[config.mk]
export PLATFORM = sky130hd
export DESIGN_NAME = alu_issue_arbiter_flat
export DESIGN_NICKNAME = d
export VERILOG_FILES = /design/src/rtl/alu_issue_arbiter_if.sv /design/src/rtl/alu_issue_arbiter.sv /design/src/flat_wrapper.sv
export SDC_FILE = /design/constraint.sdc
export NUM_CORES = 1
export LEC_CHECK = 0
export ABC_AREA = 1
export BUFFER_PORTS_ARGS = -buffer_cell sky130_fd_sc_hd__buf_2
export CAP_MARGIN = 20
export CORE_ASPECT_RATIO = 1.4
export CORE_MARGIN = 5
export CORE_UTILIZATION = 30
export CTS_CLUSTER_DIAMETER = 30
export DETAILED_ROUTE_END_ITERATION = 8
export PLACE_DENSITY = 0.71
export SLEW_MARGIN = 0
export SYNTH_ARGS = -nofsm -noshare
export SYNTH_HDL_FRONTEND = slang
export SYNTH_SLANG_ARGS = --single-unit
[constraint.sdc]
create_clock -name clk -period 3.99 [get_ports clk]
set_input_delay 0.9975 -clock clk [delete_from_list [all_inputs] [get_ports clk]]
set_output_delay 0.9975 -clock clk [all_outputs]
set_load 0.03 [all_outputs]
[src/rtl/alu_issue_arbiter_if.sv]
// Bundles the request bus, the shared-ALU ports and the result bus of alu_issue_arbiter.
// The master side is the environment (requesters, ALU, consumer); the slave side is the arbiter.
interface alu_issue_arbiter_if #(
  parameter int unsigned NUM_REQ = 4,
  parameter int unsigned ID_W    = 2
);
  logic [NUM_REQ-1:0]    req_valid;
  logic [NUM_REQ-1:0]    req_ready;
  logic [4*NUM_REQ-1:0]  req_op;
  logic [32*NUM_REQ-1:0] req_a;
  logic [32*NUM_REQ-1:0] req_b;

  logic [3:0]            alu_op;
  logic [31:0]           alu_a;
  logic [31:0]           alu_b;
  logic [31:0]           alu_out;

  logic                  res_valid;
  logic                  res_ready;
  logic [31:0]           res_data;
  logic [ID_W-1:0]       res_id;
  logic                  res_err;
  logic                  busy;

  modport master (
    output req_valid, req_op, req_a, req_b,
    input  req_ready,
    input  alu_op, alu_a, alu_b,
    output alu_out,
    input  res_valid, res_data, res_id, res_err, busy,
    output res_ready
  );

  modport slave (
    input  req_valid, req_op, req_a, req_b,
    output req_ready,
    output alu_op, alu_a, alu_b,
    input  alu_out,
    output res_valid, res_data, res_id, res_err, busy,
    input  res_ready
  );
endinterface

[src/rtl/alu_issue_arbiter.sv]
// Round-robin issue of NUM_REQ requesters into one shared combinational ALU, with a
// registered issue stage (S1) and a tagged result stage (S2) behind a valid/ready port.
module alu_issue_arbiter #(
  parameter int unsigned NUM_REQ = 4,
  parameter int unsigned ID_W    = 2
) (
  input logic                 clk,
  input logic                 rst,
  alu_issue_arbiter_if.slave  bus
);

  // Issue stage
  logic            s1_v;
  logic [3:0]      s1_op;
  logic [31:0]     s1_a;
  logic [31:0]     s1_b;
  logic [ID_W-1:0] s1_id;

  // Result stage
  logic            s2_v;
  logic [31:0]     s2_data;
  logic [ID_W-1:0] s2_id;
  logic            s2_err;

  logic [ID_W-1:0] rr_ptr;
  logic [ID_W-1:0] rr_ptr_d;

  logic            s2_adv;
  logic            s1_adv;
  logic            accept;
  logic            found;
  logic [ID_W-1:0] grant;
  int unsigned     idx;
  int unsigned     gsel;

  logic [3:0]      sel_op;
  logic [31:0]     sel_a;
  logic [31:0]     sel_b;

  function automatic logic op_illegal(input logic [3:0] op);
    return !((op <= 4'h6) || (op == 4'h8) || (op == 4'h9));
  endfunction

  always_comb begin
    s2_adv = !s2_v || bus.res_ready;
    s1_adv = !s1_v || s2_adv;
    accept = s1_adv && (|bus.req_valid);
  end

  // First valid requester at or above rr_ptr, wrapping at NUM_REQ.
  always_comb begin
    grant = '0;
    found = 1'b0;
    idx   = 0;
    for (int unsigned k = 0; k < NUM_REQ; k++) begin
      idx = 32'(rr_ptr) + k;
      if (idx >= NUM_REQ) begin
        idx = idx - NUM_REQ;
      end
      if (!found && bus.req_valid[idx[ID_W-1:0]]) begin
        grant = idx[ID_W-1:0];
        found = 1'b1;
      end
    end
  end

  always_comb begin
    gsel   = 32'(grant);
    sel_op = bus.req_op[4*gsel +: 4];
    sel_a  = bus.req_a[32*gsel +: 32];
    sel_b  = bus.req_b[32*gsel +: 32];
  end

  always_comb begin
    bus.req_ready = '0;
    if (accept) begin
      bus.req_ready[grant] = 1'b1;
    end
  end

  always_comb begin
    rr_ptr_d = rr_ptr;
    if (accept) begin
      rr_ptr_d = (32'(grant) == NUM_REQ - 1) ? '0 : grant + 1'b1;
    end
  end

  always_ff @(posedge clk or posedge rst) begin
    if (rst) begin
      rr_ptr <= '0;
    end else begin
      rr_ptr <= rr_ptr_d;
    end
  end

  // S1 payload is only written on accept so the ALU inputs stay quiet while idle.
  always_ff @(posedge clk or posedge rst) begin
    if (rst) begin
      s1_v  <= 1'b0;
      s1_op <= '0;
      s1_a  <= '0;
      s1_b  <= '0;
      s1_id <= '0;
    end else if (accept) begin
      s1_v  <= 1'b1;
      s1_op <= sel_op;
      s1_a  <= sel_a;
      s1_b  <= sel_b;
      s1_id <= grant;
    end else if (s1_adv) begin
      s1_v  <= 1'b0;
    end
  end

  always_ff @(posedge clk or posedge rst) begin
    if (rst) begin
      s2_v    <= 1'b0;
      s2_data <= '0;
      s2_id   <= '0;
      s2_err  <= 1'b0;
    end else if (s1_v && s2_adv) begin
      s2_v    <= 1'b1;
      s2_data <= bus.alu_out;
      s2_id   <= s1_id;
      s2_err  <= op_illegal(s1_op);
    end else if (bus.res_ready) begin
      s2_v    <= 1'b0;
    end
  end

  always_comb begin
    bus.alu_op    = s1_op;
    bus.alu_a     = s1_a;
    bus.alu_b     = s1_b;
    bus.res_valid = s2_v;
    bus.res_data  = s2_data;
    bus.res_id    = s2_id;
    bus.res_err   = s2_err;
    bus.busy      = s1_v || s2_v;
  end

endmodule
[src/flat_wrapper.sv]
// flat-port wrapper written by rule: the top's interface ports become plain ports
module alu_issue_arbiter_flat 
#(
  parameter int unsigned NUM_REQ = 4,
  parameter int unsigned ID_W    = 2
)
  (clk, rst, bus_req_valid, bus_req_op, bus_req_a, bus_req_b, bus_req_ready, bus_alu_op, bus_alu_a, bus_alu_b, bus_alu_out, bus_res_valid, bus_res_data, bus_res_id, bus_res_err, bus_busy, bus_res_ready);
  alu_issue_arbiter_if #(.NUM_REQ(NUM_REQ), .ID_W(ID_W)) bus_i ();
  input logic clk;
  input logic rst;
  input wire logic [$bits(bus_i.req_valid)-1:0] bus_req_valid;
  input wire logic [$bits(bus_i.req_op)-1:0] bus_req_op;
  input wire logic [$bits(bus_i.req_a)-1:0] bus_req_a;
  input wire logic [$bits(bus_i.req_b)-1:0] bus_req_b;
  output wire logic [$bits(bus_i.req_ready)-1:0] bus_req_ready;
  output wire logic [$bits(bus_i.alu_op)-1:0] bus_alu_op;
  output wire logic [$bits(bus_i.alu_a)-1:0] bus_alu_a;
  output wire logic [$bits(bus_i.alu_b)-1:0] bus_alu_b;
  input wire logic [$bits(bus_i.alu_out)-1:0] bus_alu_out;
  output wire logic [$bits(bus_i.res_valid)-1:0] bus_res_valid;
  output wire logic [$bits(bus_i.res_data)-1:0] bus_res_data;
  output wire logic [$bits(bus_i.res_id)-1:0] bus_res_id;
  output wire logic [$bits(bus_i.res_err)-1:0] bus_res_err;
  output wire logic [$bits(bus_i.busy)-1:0] bus_busy;
  input wire logic [$bits(bus_i.res_ready)-1:0] bus_res_ready;
  assign bus_i.req_valid = bus_req_valid;
  assign bus_i.req_op = bus_req_op;
  assign bus_i.req_a = bus_req_a;
  assign bus_i.req_b = bus_req_b;
  assign bus_req_ready = bus_i.req_ready;
  assign bus_alu_op = bus_i.alu_op;
  assign bus_alu_a = bus_i.alu_a;
  assign bus_alu_b = bus_i.alu_b;
  assign bus_i.alu_out = bus_alu_out;
  assign bus_res_valid = bus_i.res_valid;
  assign bus_res_data = bus_i.res_data;
  assign bus_res_id = bus_i.res_id;
  assign bus_res_err = bus_i.res_err;
  assign bus_busy = bus_i.busy;
  assign bus_i.res_ready = bus_res_ready;
  alu_issue_arbiter #(.NUM_REQ(NUM_REQ), .ID_W(ID_W)) u_core (.clk(clk), .rst(rst), .bus(bus_i));
endmodule
# --- After elaboration in Yosys (flattened, before gate mapping) ---
# Index checks and enable logic that the tools add are counted.
word_totals:
  register_bits: 109
  latch_bits: 0
  ramBits: 0
  mem_bits_ro: 0
  output_inout_bits: 109
  word_cells: 82
  n_memories: 0
classes:
  add_sub_neg: 8
  mul: 0
  n_div: 0
  order_cmp: 11
  n_eq_ne: 3
  shifts: 3
  muxes: 27
  bitwise_logic: 0
  n_reduce_logical: 20
op_table:
  columns: ["operator", "n"]
  rows:
  - ["$shiftx A128 B8 Y32", 2]
  - ["$mux W2", 9]
  - ["$shiftx A16 B5 Y4", 1]
  - ["$lt A2 B3 Y1 const B", 5]
  - ["$mux W1", 12]
  - ["$ge A3 B3 Y1 const B", 3]
  - ["$bmux W1 S2", 4]
  - ["$eq A4 B4 Y1 const B", 2]
  - ["$sub A2 B1 Y2 const B", 4]
  - ["$add A2 B2 Y3 const B", 2]
  - ["$logic_and A1 B1 Y1", 6]
  - ["$logic_not A1 Y1", 6]
  - ["$logic_or A1 B1 Y1", 5]
  - ["$le A4 B3 Y1 const B", 1]
  - ["$mux W4", 1]
  - ["$reduce_bool A2 Y1", 2]
  - ["$reduce_or A4 Y1", 1]
  - ["$add A2 B1 Y3 const B", 1]
  - ["$ge A2 B3 Y1 const B", 1]
  - ["$add A2 B1 Y2 const B", 1]
  - ["$demux W1 S2", 1]
  - ["$eq A2 B2 Y1 const B", 1]
  - ["$ge A2 B1 Y1 const B", 1]

# --- Logic depth before layout (Yosys ltp) ---
# Gate-level depths: netlist (run 1).
logic_depth:
  ltp_word: 19
  depth_mapped: 19
  depth_no_buf: 15

# --- Least setup slack after synthesis (run 1) ---
# No wires, ideal clock.
synth_path:
  path_type: "input-to-output"
  start: "in bus_req_valid[3]"
  end: "out bus_req_ready[0]"
  arrival_time_ps: 2605
  required_time_ps: 2993
  slack_ps: 388
  stages: 11
  n_path_buf: 2
  cell_sequence: "inv_1 -> nand2_1 -> nand3_1 -> nand2_2 -> inv_2 -> nand3_1 -> nand3_2 -> nand2_2 -> buf_6 -> buf_2 -> nor3_1"
synth_between:
  elab_chain_len: 17
  elab_cells_between_ends: 29
synth_lines:
  columns: ["item", "line_no", "text"]
  rows:
  - ["start, declared", "flat_wrapper.sv:11", "input wire logic [$bits(bus_i.req_valid)-1:0] bus_req_valid;"]
  - ["$bmux W1 S2", "alu_issue_arbiter.sv:60", "if (!found && bus.req_valid[idx[ID_W-1:0]]) begin"]
  - ["$mux W1 (implied by the code)", "alu_issue_arbiter.sv:60", null]
  - ["$mux W1", "alu_issue_arbiter.sv:60", null]
  - ["$logic_not A1 Y1", "alu_issue_arbiter.sv:60", null]
  - ["$logic_and A1 B1 Y1", "alu_issue_arbiter.sv:60", null]
  - ["$mux W1", "alu_issue_arbiter.sv:60", null]
  - ["$logic_not A1 Y1", "alu_issue_arbiter.sv:60", null]
  - ["$logic_and A1 B1 Y1", "alu_issue_arbiter.sv:60", null]
  - ["$mux W1", "alu_issue_arbiter.sv:60", null]
  - ["$logic_not A1 Y1", "alu_issue_arbiter.sv:60", null]
  - ["$logic_and A1 B1 Y1", "alu_issue_arbiter.sv:60", null]
  - ["$mux W2", "alu_issue_arbiter.sv:60", null]
  - ["$lt A2 B3 Y1 (implied by the code) / $ge A2 B1 Y1 (equally long branches)", "alu_issue_arbiter.sv:77", "bus.req_ready[grant] = 1'b1;"]
  - ["$logic_and A1 B1 Y1 (implied by the code)", "alu_issue_arbiter.sv:77", null]
  - ["$mux W1 (implied by the code)", "alu_issue_arbiter.sv:77", null]
  - ["$demux W1 S2", null, null]
  - ["$mux W4 *", "alu_issue_arbiter.sv:76", "if (accept) begin"]
  - ["end, declared", "flat_wrapper.sv:15", "output wire logic [$bits(bus_i.req_ready)-1:0] bus_req_ready;"]
# Mark *: on every way between the ends. The rest lies on a longest branch, timed or not. The select of a mux whose other input is x is not followed.

# --- Worst setup path after layout (run 1) ---
layout_path:
  start: "in bus_res_ready"
  end: "out bus_req_ready[2]"
layout_between:
  elab_chain_len: 4
layout_lines:
  columns: ["item", "line_no", "text"]
  rows:
  - ["start, declared", "flat_wrapper.sv:25", "input wire logic [$bits(bus_i.res_ready)-1:0] bus_res_ready;"]
  - ["$logic_or A1 B1 Y1", "alu_issue_arbiter.sv:45", "s2_adv = !s2_v || bus.res_ready;"]
  - ["$logic_or A1 B1 Y1", "alu_issue_arbiter.sv:46", "s1_adv = !s1_v || s2_adv;"]
  - ["$logic_and A1 B1 Y1", "alu_issue_arbiter.sv:47", "accept = s1_adv && (|bus.req_valid);"]
  - ["$mux W4", "alu_issue_arbiter.sv:76", null]
# Every way passes these cells.

==> results.md, run 1 <==
* Status: completed
* Setup TNS after final layout at 0 ns
* Power, Total at slightly below 0.01 W
* CTS tree: built
* Setup CP Type: primary input to output port
* Peak supply drop at between 0.8 and 0.9 mV
* Share of the synthesized area in the top cell type at 42.4%
* WP buf/inv at 4
* Placer Congestion at a little over 0.9
* Clock Skew at just over 0.01 ns
* Initial antenna violation count at 3
* Async set-reset flop share out of synthesis at 100%
* Crit path max-delay family: compound AO/OA/AOI/OAI gates
* Largest net degree at the start of global routing at around 140
* Num CTS Buffers at 9
* Root Driver: clkbuf_16
* CP required at between 2 and 3 ns
* Most frequent cell after synthesis: nand2_1
* Post-layout net count at around 1900
* Via density at between 4 and 5
* Hold Path Class: flop to flop
* Drt total wl at 27.2 mm
* Global Route Usage Sum at a little under a fifth
* Die area at approximately 27000 µm²
* Leak at approximately 6 nW
* Chip Width at roughly 140 µm
* Post-CTS Hold Buffers at 0
* Core Rows at 67
* Yosys top cell by area: nand2_1
* Mapped Area at 7230 µm²
* Yosys cell types at 28
* Worst EP arrival at 2.49 ns
* Final setup vio count at 0
* Commonest cells in the netlist: 818 x nand2_1, 141 x nand3_1, 109 x dfrtp_1
* Post-DP HPWL at just over 20 mm
* GR peak layer: met2
* Final Hold Fails at 0
* CP max-delay cell: o21ai_4
* Crit path max fanout at 31
* Slew @ Worst Pin at 0.960 ns
* # IOs at 420
* Synth Area per Inst at a little over 6 µm²
* Number of flops mapped to enable cells by yosys at 0
* Met1 global-route usage at ~22%
* DIE HEIGHT at 194 µm
* Postcts setup bufs at 0
* Crit path time final at between 3 and 4 ns
* Layout area overhead at 34.2%
* Core ar. at between 20000 and 25000 µm²
* Wire length of the first global-routing pass at between 40 and 50 mm
* Post-cts sizing count at 0
* Global route total overflow at 0
* Power per standard cell area at between 900 and 1000 nW/µm²
* Final hold slack at between 0.4 and 0.5 ns
* Drt first-iter violations at ~560
* Core Util, Final at between 40% and 50%
* Critical Path, Cell by Cell: buf_2, inv_1, nand2_1, o21ai_4, nor2_1, nand2_1, inv_1, buf_2
* Seq/Total Area, Yosys at a little under two fifths
* Layout cells sized above 1 at between 20% and 30%
* Max transition margin at between 30% and 40%
* Max Clk Rate at approximately 0.29 GHz
* Syn_nets at 1508
* Period utilization at about 87%
* Unrepaired setup endpoints after global routing: no
* Crit path launch type: primary input
* DR WL/cell at about 15 µm
* Top post-synthesis cells by area: nand2_1 42%, dfrtp_1 38%, nand3_1 9.8%
* Ys flop type: dfrtp_1
* Skew-Pair Late Insertion Delay at roughly 0.35 ns
* Sink Count at between 100 and 150
* H-tree Lvls at 3
* CP peak stage delay at between 0.7 and 0.8 ns
* Initial core utilization at roughly 30%
* Critical path capture point type: output port
* Vias in the first global route at 8337
* First-pass DRT Iterations at 6
* Cell count after synthesis at approximately 1200
* Max_cap viols at 0
* DR vias at between 8000 and 9000
* Global routing usage on met3 at 3.82%
* DRC violations left at 0
* Yosys reg bits at ~110
* Synthesis Warnings at 0
* ANT nets after route at 0
* Max-slew violations at 0
* Number of port buffers at between 400 and 500
* Met2 usage at around 33%
* Clock tree buffer depth at 2
* Worst-path clk slew at ~0.06 ns
## cells by family after synthesis
family,share of synthesized area (%)
DFF,37.7
AOI/OAI and AO/OA,0.951
and+or+nand+nor,53.6
buffers and inverters,7.70
## power breakdown
| group | switching [W] | internal, W |
|---|---|---|
| clock | 0.000397 | 0.000548 |
| combinational | 0.00489 | 0.00200 |
| sequential | 0.000265 | 0.00158 |
| total | 0.00555 | 0.00413 |
## tightest hold or removal path: cells and delay by family, from the launching register on
kind,cells,cell delay [ns]
flops,1,0.34
simple gates,2,0.10
## cells in the final DEF (no fill, tap or decap)
cell and n:
nand2_1 818, buf_2 419, nand3_1 141, dfrtp_1 109, inv_1 10, clkbuf_16 9, buf_4 9, o21ai_0 5
nor2_1 5, inv_2 5, nand2_2 3, buf_12 3, diode_2 2, nand4_1 2, inv_4 2, bufinv_16 2
clkbuf_1 2, clkinv_1 1, a31oi_1 1, nand3_4 1, nor2_2 1, o21ai_1 1, nand4_4 1, nand2_4 1
o21a_1 1, nand3b_1 1, o21ai_4 1, a21oi_1 1, o21bai_1 1, nor3_1 1, or2_2 1, o211ai_1 1
clkinv_4 1, clkinv_2 1
## per-stage QoR
step / cell area [µm²] / setup slack [ns] / cells
2_1_floorplan: 7230 / 0.119 / 1197
3_3_place_gp: 9390 / 0.509 / 1856
3_5_place_dp: 9390 / 0.479 / 1856
4_1_cts: 9700 / 0.478 / 1871
5_1_grt: 9710 / 0.388 / 1873
6_report: 9710 / 0.505 / 1873
## state kept, by name, summed over array words and instances, names as in the netlist
register,flops
u_core.bus.res_valid,1
u_core.s1_v,1
u_core.bus.res_data,32
u_core.bus.res_id,2
u_core.bus.alu_a,32
u_core.bus.res_err,1
u_core.s1_id,2
u_core.bus.alu_b,32
u_core.rr_ptr,2
u_core.bus.alu_op,4
## final cells by class
type	instances	area [µm²]
timing repair buffer	431	2220
clock buffer	11	233
sequential	109	2730
antenna	2	5.00
inverter	18	72.6
multi-input combinational	988	3980
tap	310	388
clock inverter	4	73.8
fill	2577	14200
## worst paths after layout
| kind | start | end | slack [ns] | cells past startpoint |
|---|---|---|---|---|
| max reg2reg | u_core.rr_ptr[0]$_DFFE_PP0P_ | u_core.bus.alu_b[31]$_DFFE_PP0P_ | 1.19 | 14 |
| max | bus_res_ready | bus_req_ready[2] | 0.50 | 8 |
| min in group asynchronous | rst | u_core.bus.alu_a[3]$_DFFE_PP0P_ | 0.77 | 2 |
| min | u_core.bus.res_data[17]$_DFFE_PP0P_ | u_core.bus.res_data[17]$_DFFE_PP0P_ | 0.48 | 2 |
| min reg2reg | u_core.bus.res_data[17]$_DFFE_PP0P_ | u_core.bus.res_data[17]$_DFFE_PP0P_ | 0.48 | 2 |
| max in group asynchronous | rst | u_core.bus.alu_b[11]$_DFFE_PP0P_ | 2.48 | 3 |
## per-layer routing
metal	routed length, µm	part of all wire (%)	vias to the layer above
li1	-	-	4403
met1	10600	39	3829
met2	13300	49	370
met3	2050	7.5	62
met4	1260	4.6	2
met5	7	0.026	-
No activity file was read; power rests on OpenSTA's default activity.
==> run 2, diff against run 1 <==
- REMOVE_ABC_BUFFERS: unset -> 1
==> run 2 against run 1 <==
  * Via count shrank 0.23%
  * Die area is the same
  * Wire length shrank 5.3%
  * Largest power group unchanged
  * Sequential share of layout area is essentially flat
  * Hold slack is essentially flat
  * Fmax shrank 3.5%
  * Combinational power is essentially flat
  * Cell count is essentially flat
  * Total power is essentially flat
  * Global-route usage shrank 1.1 points
==> results.md, run 2 (same netlist as run 1, synthesis figures left out) <==
* Num CTS Buffers at 9 (unchanged)
* Crit path time final at 3.61 ns (+0.125 ns)
* Flop2flop setup slack at 1.04 ns (-0.15 ns)
* Core ar. at 23900 µm² (unchanged)
* Peak supply drop at 1.02 mV (+20%)
* Hold EP: u_core.bus.alu_b[26]$_DFFE_PP0P_
* Power per standard cell area at 995 nW/µm² (-0.14%)
* Final instance area at 9720 µm² (+0.17%)
* Commonest non-fill, non-tap cell in the layout: nand2_1
* Max Clk Rate at 0.277 GHz (-3.5%)
* Power, Total at 0.00968 W (about the same)
* Post-CTS Hold Buffers at 0 (unchanged)
* Status: completed
* Worst-path clk slew at 0.08 ns (+0.02 ns)
* Post-DP Area at 9410 µm² (+0.16%)
* DRC violations left at 0 (unchanged)
* Vias in the first global route at 8177 (-1.9%)
* Period utilization at 90.5% (+3.1 points)
* DR WL/cell at 13.8 µm (-5.3%)
* Placement Setup Slack at 0.304 ns (-0.175 ns)
* Largest net degree at the start of global routing at 137 (unchanged)
* Global Route Usage Sum at 17.9% (-1.1 points)
* Sink Count at 109 (unchanged)
* Final Hold Fails at 0 (unchanged)
* Non-filler instance count after layout at 1874 (+0.053%)
* Core Rows at 67 (unchanged)
* Drt total wl at 25.8 mm (-5.3%)
* Final worst slack at 0.379 ns (-0.125 ns)
* Crit path max fanout at 15 (-52%)
* Initial antenna violation count at 0 (-3)
* Max-slew violations at 0 (unchanged)
* Register-to-Register Path Depth at 16 (+2)
* Clock Skew at 0.0113 ns (+0.00108 ns)
* Clock tree buffer depth at 2 (unchanged)
* Worst EP arrival at 2.61 ns (+0.12 ns)
* Hold Path Class: flop to flop
* Hold path start: u_core.bus.alu_b[26]$_DFFE_PP0P_
* Wire length of the first global-routing pass at 40.5 mm (-3.8%)
* Unrepaired setup endpoints after global routing: no
* Multi-input gate area at 3980 µm² (unchanged)
* Max_cap viols at 0 (unchanged)
* Fill count at 2566 (-0.43%)
* Layout area overhead at 34.4%
* Via density at 4.61 (-0.28%)
* CP required at 2.99 ns (about the same)
* Crit path launch type: primary input
* R2r startpoint: u_core.rr_ptr[0]$_DFFE_PP0P_
* Number of port buffers at 419 (unchanged)
* CTS tree: built
* Post-layout net count at 1870 (+0.11%)
* Leak at 6.18 nW (+0.24%)
* Postcts setup bufs at 0 (unchanged)
* Post-cts sizing count at 0 (unchanged)
* DIE HEIGHT at 194 µm (unchanged)
* Max transition margin at 36.2% (+0.61 points)
* Initial core utilization at 30.3% (unchanged)
* Drt first-iter violations at 406 (-28%)
* H-tree Lvls at 3 (unchanged)
* # IOs at 420 (unchanged)
* Slew @ Worst Pin at 0.951 ns (-0.00916 ns)
* Reg-to-reg endpoint: u_core.bus.alu_a[1]$_DFFE_PP0P_
* Ant diodes at 0 (-2)
* Setup CP Type: primary input to output port
* First-pass DRT Iterations at 5 (-1)
* Placer Congestion at 0.877 (-5.2%)
* Skew-Pair Late Insertion Delay at 0.35 ns (about the same)
* Global route total overflow at 0 (unchanged)
* Final setup vio count at 0 (unchanged)
* Layout cells sized above 1 at 29.7% (+0.26 points)
* ANT nets after route at 0 (unchanged)
* Chip Width at 141 µm (unchanged)
* Post-placement cell count at 1858 (+0.11%)
* Register area at 2730 µm² (unchanged)
* Worst Hold Depth at 2 (unchanged)
* DR vias at 8646 (-0.23%)
* Commonest non-fill, non-tap cells in the layout: 818 x nand2_1, 419 x buf_2, 141 x nand3_1
* Critical path capture point type: output port
* Root Driver: clkbuf_16
* Die area at 27400 µm² (unchanged)
* Setup TNS after final layout at 0 ns (unchanged)
* Post-DP HPWL at 19.9 mm (-3.6%)
run 2: worst max path at each step:
stage | start | end | slack, ns
floorplan | bus_req_valid[3] | bus_req_ready[2] | -2.82
finish | bus_req_valid[3] | bus_req_ready[0] | 0.38
CTS | bus_req_valid[3] | bus_req_ready[0] | 0.31
global route | bus_req_valid[2] | bus_req_ready[0] | 0.22
detailed placement | bus_req_valid[3] | bus_req_ready[0] | 0.30
global placement | bus_req_valid[1] | bus_req_ready[0] | 0.35
run 2: routing by layer:
layer | wire, µm | GRT usage (%) | up-vias
met5 | 0 | 0 | -
met4 | 892 | 6.79 | 0
met3 | 1930 | 3.11 | 47
met2 | 13200 | 32.5 | 358
met1 | 9710 | 20.7 | 3842
li1 | - | - | 4399
run 2: critical path, cell delays in order:
cell and delay, ns:
buf_2 0.10, inv_1 0.09, nand2_1 0.08, nand2_1 0.09, nand2_1 0.07, nand2_1 0.13
nand3_1 0.16, nand3_4 0.21, nand2_4 0.09, nor3_1 0.31, buf_2 0.28
run 2: cell type report:
| type | count | share of cell area (%) |
|---|---|---|
| Clock buffer | 9 | 2.32 |
| Tap cell | 310 | 3.99 |
| Clock inverter | 7 | 0.901 |
| Inverter | 18 | 0.746 |
| Timing Repair Buffer | 433 | 23.0 |
| Sequential cell | 109 | 28.1 |
| Multi-Input combinational cell | 988 | 41.0 |
run 2: stage by stage:
| step | utilization [%] | hold WS (ns) |
|---|---|---|
| CTS | 40.7 | 0.481 |
| floorplan | - | 0.472 |
| finish | 40.7 | 0.475 |
| global route | 40.7 | 0.490 |
| detailed placement | 39.4 | 0.459 |
| global placement | 39.4 | 0.456 |
run 2: report_power, final:
part	internal [W]	total, W	leakage (nW)	switching (W)
Combinational	0.00202	0.00690	4.68	0.00488
Clock	0.000505	0.000950	0.155	0.000445
Sequential	0.00158	0.00183	1.34	0.000252
==> run 3, diff against run 2 <==
- ABC_AREA: 1 -> unset
- CORE_AREA: unset -> 5 5 162 164
- CORE_ASPECT_RATIO: 1.4 -> unset
- CORE_MARGIN: 5 -> unset
- CORE_UTILIZATION: 30 -> unset
- CTS_CLUSTER_DIAMETER: 30 -> 100
- DIE_AREA: unset -> 0 0 167 169
- PLACE_DENSITY: 0.71 -> 0.65
==> run 3 against run 2 <==
  * Combinational power fell by 74%
  * Via count fell by 24%
  * Non-clock buffer count rose by 1
  * Critical path depth fell by 4
  * Wire length fell by 6.5%
  * Clock skew rose by 0.0020 ns
  * Sequential power fell by 19%
  * Sequential share of layout area rose by 3.6 points
  * Die area rose by 3.2%
  * Critical path type unchanged
  * Critical endpoint is now bus_req_ready[2]
  * Largest power group unchanged
  * Highest routed layer unchanged
==> results.md, run 3 <==
* First-pass DRT Iterations at 5 (unchanged)
* Setup TNS after final layout at 0 ns (unchanged)
* # IOs at 420 (unchanged)
* Commonest non-fill, non-tap cells in the layout: 419 x buf_2, 137 x nand3_1, 109 x dfrtp_1
* Initial antenna violation count at 0 (unchanged)
* Ant diodes at 0 (unchanged)
* Most frequent cell after synthesis: nand3_1
* Yosys top cell by area: dfrtp_1
* Layout cells sized above 1 at 53.4% (+24 points)
* Crit path launch type: primary input
* ANT nets after route at 0 (unchanged)
* Critical path capture point type: output port
* Top post-synthesis cells by area: dfrtp_1 45%, nand3_1 11%, a31oi_1 7.0%
* Setup CP Type: primary input to output port
* Share of the synthesized area in the top cell type at 45.0% (+2.5 points)
* Yosys reg bits at 109 (unchanged)
* Wire length of the first global-routing pass at 36.5 mm (-9.9%)
* Post-CTS Hold Buffers at 0 (unchanged)
* Seq/Total Area, Yosys at 45.0% (+7.3 points)
* Worst-path clk slew at 0.08 ns (about the same)
* Sink Count at 109 (unchanged)
* DR vias at 6573 (-24%)
* Cell count after synthesis at 604 (-50%)
* Unrepaired setup endpoints after global routing: no
* Register area at 2730 µm² (unchanged)
* Fill count at 2581 (+0.58%)
* Global route total overflow at 0 (unchanged)
* Post-placement cell count at 1305 (-30%)
* Most frequent CP cell: buf_2
* Vias in the first global route at 6499 (-21%)
* Yosys cell types at 36 (+29%)
* Core ar. at 24700 µm² (+3.6%)
* Postcts setup bufs at 0 (unchanged)
* Drt total wl at 24.1 mm (-6.5%)
* Placer Congestion at 0.850 (-3.0%)
* Crit path max fanout at 36 (+21)
* Crit path max-delay family: simple AND/OR/NAND/NOR gates
* Max Clk Rate at 0.291 GHz (+5.0%)
* DR WL/cell at 18.2 µm (+33%)
* Final Hold Fails at 0 (unchanged)
* Crit path time final at 3.44 ns (-0.172 ns)
* WP buf/inv at 3 (unchanged)
* Largest net degree at the start of global routing at 91 (-34%)
* Global Route Usage Sum at 16.0% (-1.9 points)
* Slew @ Worst Pin at 0.860 ns (-0.0907 ns)
* CP required at 2.99 ns (about the same)
* Power, Total at 0.00424 W (-56%)
* Number of port buffers at 419 (unchanged)
* DIE HEIGHT at 169 µm (-13%)
* Power per standard cell area at 492 nW/µm² (-51%)
* Commonest non-fill, non-tap cell in the layout: buf_2
* Chip Width at 167 µm (+18%)
* Num CTS Buffers at 9 (unchanged)
* Layout area overhead at 42.3%
* Root Driver: clkbuf_16
* Leak at 3.97 nW (-36%)
* Multi-input gate area at 2900 µm² (-27%)
* Critical Path, Cell by Cell: buf_2, or3_4, nor2_1, a21oi_4, buf_12, and2_1, buf_2
* Drt first-iter violations at 474 (+17%)
* Core Util, Final at 34.9% (-5.8 points)
* CTS tree: built
* Ys flop type: dfrtp_1
* Initial core utilization at 24.5% (-5.8 points)
* Skew-Pair Late Insertion Delay at 0.36 ns (about the same)
* Clock Skew at 0.0133 ns (+0.00201 ns)
* Max_cap viols at 0 (unchanged)
* DRC violations left at 0 (unchanged)
* Synth Area per Inst at 10.0 µm² (+66%)
* CP peak stage delay at 0.42 ns (+0.11 ns)
* Period utilization at 86.2% (-4.3 points)
* Post-cts sizing count at 0 (unchanged)
* CP max-delay cell: or3_4
* Post-layout net count at 1297 (-31%)
* Hold Path Class: flop to flop
* Final setup vio count at 0 (unchanged)
* Max-slew violations at 0 (unchanged)
* Max transition margin at 42.7% (+6.4 points)
* Synthesis Warnings at 0 (unchanged)
* Core Rows at 58 (-13%)
* Status: completed
* Async set-reset flop share out of synthesis at 100% (unchanged)
* Worst EP arrival at 2.44 ns (-0.17 ns)
* Non-filler instance count after layout at 1321 (-30%)
* Commonest cells in the netlist: 137 x nand3_1, 109 x dfrtp_1, 73 x nor2_1
* Clock tree buffer depth at 2 (unchanged)
* Mapped Area at 6060 µm² (-16%)
* Post-DP HPWL at 18.7 mm (-6.0%)
* Die area at 28200 µm² (+3.2%)
* Peak supply drop at 0.236 mV (-77%)
* Via density at 4.98 (+7.8%)
* H-tree Lvls at 3 (unchanged)
* Number of flops mapped to enable cells by yosys at 0 (unchanged)
-- run 3: cell count changes in the layout (fill, tap and decap cells not counted), moves of 4 or more --
cell and delta:
nand3_1 -4, nor2_1 +68, nand2b_1 +6, nand2_1 -812, a221oi_2 +28, a221oi_1 +40
a31oi_1 +67, inv_2 -4, inv_1 -9, a21oi_1 +7, mux2_2 +34
-- run 3: final cells by class --
class / count / area share [%]
inverter: 3 / 0.160
sequential: 109 / 31.6
clock inverter: 7 / 1.03
multi-input combinational: 429 / 33.6
tap: 330 / 4.79
timing repair buffer: 434 / 26.2
clock buffer: 9 / 2.61
-- run 3: layer usage --
| layer | up-vias | track usage (%) | wire length, µm | part of all wire, % |
|---|---|---|---|---|
| met5 | - | 0 | 0 | 0 |
| met4 | 0 | 4.52 | 463 | 1.9 |
| met3 | 31 | 4.39 | 2060 | 8.5 |
| met2 | 354 | 27.3 | 12200 | 51 |
| met1 | 3100 | 19.9 | 9400 | 39 |
| li1 | 3088 | - | - | - |
-- run 3: where the power goes --
| part | internal, W | switching [W] | leakage (nW) | total [W] |
|---|---|---|---|---|
| logic | 0.000591 | 0.00123 | 2.57 | 0.00182 |
| registers | 0.00133 | 0.000149 | 1.25 | 0.00148 |
| clock network | 0.000458 | 0.000486 | 0.153 | 0.000944 |
| total | 0.00238 | 0.00186 | 3.97 | 0.00424 |
-- run 3: stage by stage --
stage	instance area [µm²]	setup slack, ns	hold WS [ns]
2_1_floorplan	5610	-0.879	0.446
3_3_place_gp	8290	0.118	0.454
3_5_place_dp	8310	0.545	0.462
4_1_cts	8630	0.541	0.482
5_1_grt	8630	0.471	0.515
6_report	8630	0.551	0.483
-- run 3: final timing paths --
kind                                                startpoint                                 end  slack, ns  cells past startpoint
worst max-delay path                          bus_req_valid[3]                    bus_req_ready[2]       0.55                      7
min in group asynchronous                                  rst  u_core.bus.res_data[1]$_DFFE_PP0P_       0.68                      2
worst min-delay path            u_core.bus.res_err$_DFFE_PP0P_      u_core.bus.res_err$_DFFE_PP0P_       0.48                      1
max in group asynchronous                                  rst     u_core.bus.alu_b[1]$_DFFE_PP0P_       2.52                      3
worst min register to register  u_core.bus.res_err$_DFFE_PP0P_      u_core.bus.res_err$_DFFE_PP0P_       0.48                      1
worst max register to register    u_core.rr_ptr[1]$_DFFE_PP0P_    u_core.bus.alu_b[18]$_DFFE_PP0P_       1.60                      6
-- run 3: kinds of logic after synthesis --
logic type,Yosys count,synth area share [%]
and+or+nand+nor,233,18.2
AOI/OAI and AO/OA,161,22.6
buffers and inverters,66,7.74
muxes,35,6.48
DFF,109,45.0
